<file path="config.mk">
export PLATFORM = sky130hd
export DESIGN_NAME = signed_mac_pipe
export DESIGN_NICKNAME = d
export VERILOG_FILES = /design/src/rtl/signed_mac_pipe.sv
export SDC_FILE = /design/constraint.sdc
export NUM_CORES = 1
export LEC_CHECK = 0
export CAP_MARGIN = 10
export CELL_PAD_IN_SITES_DETAIL_PLACEMENT = 1
export CELL_PAD_IN_SITES_GLOBAL_PLACEMENT = 1
export CORE_MARGIN = 2
export CORE_UTILIZATION = 40
export DETAILED_ROUTE_END_ITERATION = 12
export PLACE_DENSITY_LB_ADDON = 0.25
export SYNTH_ARGS = -nofsm -noshare
export SYNTH_HDL_FRONTEND = slang
export SYNTH_SLANG_ARGS = --single-unit
</file>
<file path="constraint.sdc">
create_clock -name clk -period 16.8 [get_ports clk]
set_input_delay 4.2 -clock clk [delete_from_list [all_inputs] [get_ports clk]]
set_output_delay 4.2 -clock clk [all_outputs]
set_load 0.03 [all_outputs]
</file>
<file path="src/rtl/signed_mac_pipe.sv">
// signed_mac_pipe: pipelined multiply-accumulate unit with valid/ready
// handshakes. Each operand set carries its own signedness and
// accumulate/load control. A single advance enable freezes the whole pipe
// whenever a result is held at the output and is not being consumed.
// The first register stage holds the extended operands. Optional middle
// stages carry the product. The last stage is the accumulator together with
// the registered result.
module signed_mac_pipe #(
    parameter int WIDTH  = 16,
    parameter int STAGES = 3
) (
    input  logic                 clk,
    input  logic                 rst,
    input  logic                 in_valid,
    output logic                 in_ready,
    input  logic [WIDTH-1:0]     a,
    input  logic [WIDTH-1:0]     b,
    input  logic                 sgn,
    input  logic                 acc_en,
    output logic                 out_valid,
    input  logic                 out_ready,
    output logic [2*WIDTH-1:0]   out,
    output logic                 busy
);

    localparam int PW  = 2 * WIDTH;
    localparam int MID = STAGES - 2;

    logic                    adv_s;
    logic signed [WIDTH:0]   ext_a_s;
    logic signed [WIDTH:0]   ext_b_s;

    logic                    s1_v_r;
    logic signed [WIDTH:0]   s1_a_r;
    logic signed [WIDTH:0]   s1_b_r;
    logic                    s1_acc_en_r;

    logic signed [PW-1:0]    wide_a_s;
    logic signed [PW-1:0]    wide_b_s;
    logic signed [PW-1:0]    prod_s;

    logic                    fin_v_s;
    logic [PW-1:0]           fin_prod_s;
    logic                    fin_acc_en_s;
    logic                    mid_any_s;

    logic [PW-1:0]           acc_r;
    logic [PW-1:0]           acc_next_s;

    // The whole pipe moves only when the output slot is empty or being drained
    assign adv_s    = !out_valid || out_ready;
    assign in_ready = adv_s;

    // Widen operands by one bit so a single signed multiply covers both modes
    always_comb begin
        ext_a_s = '0;
        ext_b_s = '0;
        if (sgn) begin
            ext_a_s = {a[WIDTH-1], a};
            ext_b_s = {b[WIDTH-1], b};
        end else begin
            ext_a_s = {1'b0, a};
            ext_b_s = {1'b0, b};
        end
    end

    // Stage 1: capture the extended operands and their control bit
    always_ff @(posedge clk or posedge rst) begin
        if (rst) begin
            s1_v_r      <= 1'b0;
            s1_a_r      <= '0;
            s1_b_r      <= '0;
            s1_acc_en_r <= 1'b0;
        end else if (adv_s) begin
            s1_v_r      <= in_valid;
            s1_a_r      <= ext_a_s;
            s1_b_r      <= ext_b_s;
            s1_acc_en_r <= acc_en;
        end
    end

    // The low PW bits of the extended product are exact in both modes
    assign wide_a_s = PW'(s1_a_r);
    assign wide_b_s = PW'(s1_b_r);
    assign prod_s   = wide_a_s * wide_b_s;

    generate
        if (STAGES == 2) begin : g_no_mid
            assign fin_v_s      = s1_v_r;
            assign fin_prod_s   = prod_s;
            assign fin_acc_en_s = s1_acc_en_r;
            assign mid_any_s    = 1'b0;
        end else begin : g_mid
            logic [MID-1:0] mid_v_r;
            logic [MID-1:0] mid_acc_en_r;
            logic [PW-1:0]  mid_prod_r [MID];

            // Middle stages: register the product, then carry it toward the accumulator
            always_ff @(posedge clk or posedge rst) begin
                if (rst) begin
                    mid_v_r      <= '0;
                    mid_acc_en_r <= '0;
                    for (int i = 0; i < MID; i++) begin
                        mid_prod_r[i] <= '0;
                    end
                end else if (adv_s) begin
                    mid_v_r[0]      <= s1_v_r;
                    mid_acc_en_r[0] <= s1_acc_en_r;
                    mid_prod_r[0]   <= prod_s;
                    for (int i = 1; i < MID; i++) begin
                        mid_v_r[i]      <= mid_v_r[i-1];
                        mid_acc_en_r[i] <= mid_acc_en_r[i-1];
                        mid_prod_r[i]   <= mid_prod_r[i-1];
                    end
                end
            end

            assign fin_v_s      = mid_v_r[MID-1];
            assign fin_prod_s   = mid_prod_r[MID-1];
            assign fin_acc_en_s = mid_acc_en_r[MID-1];
            assign mid_any_s    = |mid_v_r;
        end
    endgenerate

    // Accumulate or load; wraps modulo 2^PW without saturation
    always_comb begin
        acc_next_s = fin_prod_s;
        if (fin_acc_en_s) begin
            acc_next_s = acc_r + fin_prod_s;
        end else begin
            acc_next_s = fin_prod_s;
        end
    end

    // Final stage: bubbles pass through without touching the accumulator or result
    always_ff @(posedge clk or posedge rst) begin
        if (rst) begin
            out_valid <= 1'b0;
            acc_r     <= '0;
            out       <= '0;
        end else if (adv_s) begin
            out_valid <= fin_v_s;
            if (fin_v_s) begin
                acc_r <= acc_next_s;
                out   <= acc_next_s;
            end
        end
    end

    assign busy = s1_v_r || mid_any_s || out_valid;

endmodule

</file>
==> reports/qor.yml <==
drtIter0Drc: 502
setup_viol: 0
vias_per_cell: 5.06
period_share_pct: 61.1
post_drt_wl_per_cell_um: 17.8
cp-startpoint: "out_ready"
pre_cts_ws_ps: 6530
r2r-start: "s1_a_r[16]"
maxCapViolations: 0
end_kind: "output pin"
hp-class: "reg -> reg"
hp-start: "s1_acc_en_r"
rsz0062_at_grt: "false"
die_h_um: 205
synth.avg_cell_area_um2: 8.95
crit_chain: "clkdlybuf4s50_1, nor2b_4, buf_4, inv_2, clkdlybuf4s50_1"
crit_family: "buffers and inverters"
clockBufferDepth: 2
drv_slew: 0
cts_sinks: 103
layout-drive-gt1-share_pct: 2.52
row_count: 73
post_cts_buffers: 0
drc_errors: 0
cts-root-buf: "clkbuf_16"
io_pins: 73
io_buffers: 72
tightest_slew_ps: 918
synthDistinctLibCells: 66
hold_ws_ps: 488
grt_overflow: 0
slew-limit-headroom_pct: 37.2
wl_um: 41800
dpl.hpwl_um: 33700
worst_ep_arrival_time_ps: 6070
fin_nets: 2257
area_growth_pct: 8.95
synth_area_um2: 16200
status: "completed"
grtUsageMet3_pct: 2.59
yosysSeqAreaShare_pct: 15.9
grt_usage_pct: 21.4
cts_resized: 0
worstPathRequired_ps: 12600
cts_hold_buffers: 0
yosys.area.top_type_share_pct: 35.0
synth_fp_nets: 2242
slowest_delay_ps: 620
timing.critical_path.mode_cell: "clkdlybuf4s50_1"
mostFrequentLayoutCell: "inv_1"
die_w_um: 205
worst_clock_skew_ps: 17.0
grt_max_degree: 76
mostFrequentLayoutCells: "inv_1, nand2_1, fa_1, and2_1, ha_1"
min_period_ps: 10270
routed-via-count: 11900
core-area_um2: 39800
grt_pass1_vias: 13600
cts_tree: "yes"
clk_pin_slew_worst_paths_ps: 70
setup_ws_ps: 6530
routabilityCongestion: 0.844
cp_max_fo: 72
final.setup.tns_ps: 0
yosys_warnings: 0
yosys.area.top_type: "fa_1"
use_met2_pct: 36.6
crit_type: "in -> out"
die-area_um2: 42100
postSynth.asyncResetShare_pct: 100
fmax_mhz: 97.4
use_met1_pct: 29.2
numCtsBuffers: 9
hold_viol_final: 0
cpMaxStageDelayCell: "clkdlybuf4s50_1"
final_antenna_net_count: 0
n_antenna_cell: 0
cts_max_level: 3
r2r_slack_ps: 9880
ys_seq_elements: 103
path_buf_inv: 4
clk_latency_ps: 400
busiest_layer: "met2"
drt_pass1_iterations: 5
start_util_pct: 40.6
synthCells: 1808
startpoint_type: "input pin"
ys_dominant_reg_cell: "dfrtp_1"
grt_pass1_wl_um: 70500
synth-edff-count: 0
synth_area_leaders: "fa_1, dfrtp_1, ha_1"
antenna_found_initial: 0
## worst reg2reg max path: stages, from the launching register on
cell and delay (ps):
dfrtp_1 810, nand2_1 250, fa_1 700, inv_1 140, fa_1 500, fa_1 530
fa_1 510, fa_1 510, inv_1 50, fa_1 470, inv_1 40, ha_1 370
a2111oi_0 660, o311a_1 290, a21oi_1 100, a2111oi_2 430, a21oi_1 150, xnor2_1 180
o21ai_1 70
## cell usage after synthesis, types with 6 or more instances
cell,number
o21a_1,14
nor2_1,57
fa_1,283
and2_1,146
and3_1,9
dfrtp_1,103
o21ai_0,61
mux2i_1,19
xor2_1,17
a21o_1,22
nand2_1,321
o21ai_1,6
inv_1,324
a211oi_1,6
ha_1,113
nand2b_1,12
nor2b_1,6
a21oi_1,68
clkbuf_1,71
nand3_1,19
or3_1,8
a211o_1,6
xnor2_1,42
## per-stage QoR
stage | cells | cell area, µm² | util, %
2_1_floorplan | 1808 | 16200 | -
3_3_place_gp | 2337 | 17300 | 43.5
3_5_place_dp | 2337 | 17300 | 43.5
4_1_cts | 2353 | 17600 | 44.3
5_1_grt | 2353 | 17600 | 44.3
6_report | 2353 | 17600 | 44.3
## sequential cells by signal, indices dropped and copies added, names as in the netlist
name	flops
s1_b_r	17
fin_v_s	1
out_valid	1
fin_prod_s	32
out	32
fin_acc_en_s	1
s1_v_r	1
s1_acc_en_r	1
s1_a_r	17
## area by class of cell
type | count | area (µm²)
well taps | 525 | 657
inverters | 324 | 1220
multi-input cells | 1306 | 12100
clock buffers | 9 | 225
repair buffers | 79 | 773
clock inverters | 7 | 65.1
flip-flops and latches | 103 | 2580
fillers | 4704 | 22200
## layer usage
metal | wire [µm] | vias up
met2 | 20200 | 140
met3 | 1220 | 32
li1 | - | 5602
met5 | 0 | -
met4 | 608 | 0
met1 | 19700 | 6124
## cells by family after synthesis
family                   share of synthesized area (%)
AO/OA/AOI/OAI                                     9.55
XOR/XNOR                                          3.19
adder cells (fa/ha/maj)                           43.8
buffers and inverters                             9.26
flip-flops                                        15.9
multiplexers                                      1.31
AND/OR/NAND/NOR                                   17.0
## final timing paths
check	to	cells past startpoint
min	s1_acc_en_r	2
min reg2reg	s1_acc_en_r	2
max in group asynchronous	s1_a_r[15]	3
max reg2reg	fin_prod_s[30]	18
max	in_ready	5
min in group asynchronous	out[5]	2
Power is not shown: default switching activity piles up to over one toggle a cycle in this logic, so the estimate is an artifact.
==> RTL edit: new RTL, config.mk and constraints unchanged <==
Change the parameter `STAGES` from 3 to 5.
--- a/src/rtl/signed_mac_pipe.sv
+++ b/src/rtl/signed_mac_pipe.sv
@@ -7,7 +7,7 @@
 // the registered result.
 module signed_mac_pipe #(
     parameter int WIDTH  = 16,
-    parameter int STAGES = 3
+    parameter int STAGES = 5
 ) (
     input  logic                 clk,
     input  logic                 rst,
Function: changed (Yosys sat finds a counterexample within 4 cycles, from zero or initial values and one cycle with rst high).
==> RTL edit against the original RTL <==
Setup slack got worse by 0.56 ns; register-to-register slack worse by 0.17 ns; global-route usage shrank 1.0 points; fmax down 5.1%; synthesized area is 14% higher; utilization is 0.31 points higher; sequential share of layout area rose by 6.4 points; sequential cell count is 68 higher; wire length increased by 8.2%; cell area up 15%; count of clock-buffer cells in the layout up 8; critical endpoint unchanged; highest routed layer unchanged.
Power is left out: the tool's default activity adds up to more than one toggle a clock period on the data nets, which glitch-free logic cannot reach.
==> RTL edit: results (changes against the original RTL) <==
| Metric | Value |
|---|---|
| Clk_lat worst skew | 0.49 ns (was 0.40 ns) |
| CP max FO | 79 (was 72) |
| Largest net degree at the start of global routing | 111 (was 76) |
| First-pass GRT wire length | 77,200 µm (was 70,500 µm) |
| # resized after CTS | 0 (unchanged) |
| Top post-synthesis cells by area | fa_1, dfrtp_1, nand2_1 (was fa_1, dfrtp_1, ha_1) |
| Fillers | 5,335 (was 4,704) |
| First-pass detailed-route iteration total | 4 (was 5) |
| Worst slew pin tran | 1.03 ns (was 0.918 ns) |
| Max reg flops | 64 |
| Post-Syn Nets | 2,519 (was 2,242) |
| Dpl ws | 5.93 ns (was 6.53 ns) |
| Initial drt markers | 649 (was 502) |
| Arrival time at the worst endpoint | 6.62 ns (was 6.07 ns) |
| Cts bufs inserted | 17 (was 9) |
| GPL Wtd Cong | 0.854 (was 0.844) |
| Run status | finished, final reports clean (unchanged) |
| Unique masters post-synth | 57 (was 66) |
| Vias in the first global route | 15.1k (was 13.6k) |
| DR vias | 13.5k (was 11.9k) |
| Top cells by count, synth | nand2_1, inv_1, fa_1, dfrtp_1, and2_1 (was inv_1, nand2_1, fa_1, and2_1, ha_1) |
| Share of layout cells above drive strength 1 | 2.37% (was 2.52%) |
| HPWL Detailed | 35,200 µm (was 33,700 µm) |
| H-Tree Depth | 4 (was 3) |
| Register area share after synthesis | 23.1% (was 15.9%) |
| Top-count cell post-synth | nand2_1 (was inv_1) |
-- RTL edit: layout make-up --
type / instances / area (µm²) / area share, %
timing repair buffer: 81 / 788 / 3.88
clock inverter: 15 / 155 / 0.764
clock buffer: 17 / 425 / 2.09
tap: 600 / 751 / 3.69
sequential: 171 / 4280 / 21.1
multi-input combinational: 1500 / 12700 / 62.4
inverter: 326 / 1230 / 6.06
-- RTL edit: critical path, cell delays in order --
cell and delay [ns]:
clkdlybuf4s50_1 0.52, nor2b_4 0.05, buf_4 0.33, inv_4 0.63, clkdlybuf4s50_1 0.86
-- RTL edit: metal layers --
layer	vias to the layer above	track usage (%)	share of wire [%]
li1	6423	-	-
met1	6849	27.2	48
met2	168	34.6	48
met3	48	3.34	2.9
met4	0	5.32	1.5
met5	-	0	0
-- RTL edit: cell families (layout without fill, tap and decap cells) --
logic type,count (synthesis),after routing,share of synthesized area (%)
AO/OA/AOI/OAI,235,235,7.72
XOR/XNOR,57,57,2.70
adder cells (fa/ha/maj),396,396,38.2
buffers and inverters,414,439,8.39
flip-flops,171,171,23.1
multiplexers,17,17,0.919
AND/OR/NAND/NOR,795,795,18.9
-- RTL edit: path summary, 6_finish.rpt --
check	startpoint	endpoint	slack, ns	cells past startpoint
max	out_ready	in_ready	5.98	5
min	g_mid.mid_prod_r[54]	g_mid.mid_prod_r[54]	0.47	2
max reg2reg	s1_b_r[3]	g_mid.mid_prod_r[94]	9.71	17
min reg2reg	g_mid.mid_prod_r[54]	g_mid.mid_prod_r[54]	0.47	2
max in group asynchronous	rst	g_mid.mid_prod_r[56]	11.04	3
min in group asynchronous	rst	out[3]	4.33	2
-- RTL edit: stage by stage --
stage,area (µm²),cells
2_1_floorplan,18500,2085
3_5_place_dp,19700,2678
5_1_grt,20300,2710
3_3_place_gp,19700,2678
6_report,20300,2710
4_1_cts,20300,2710
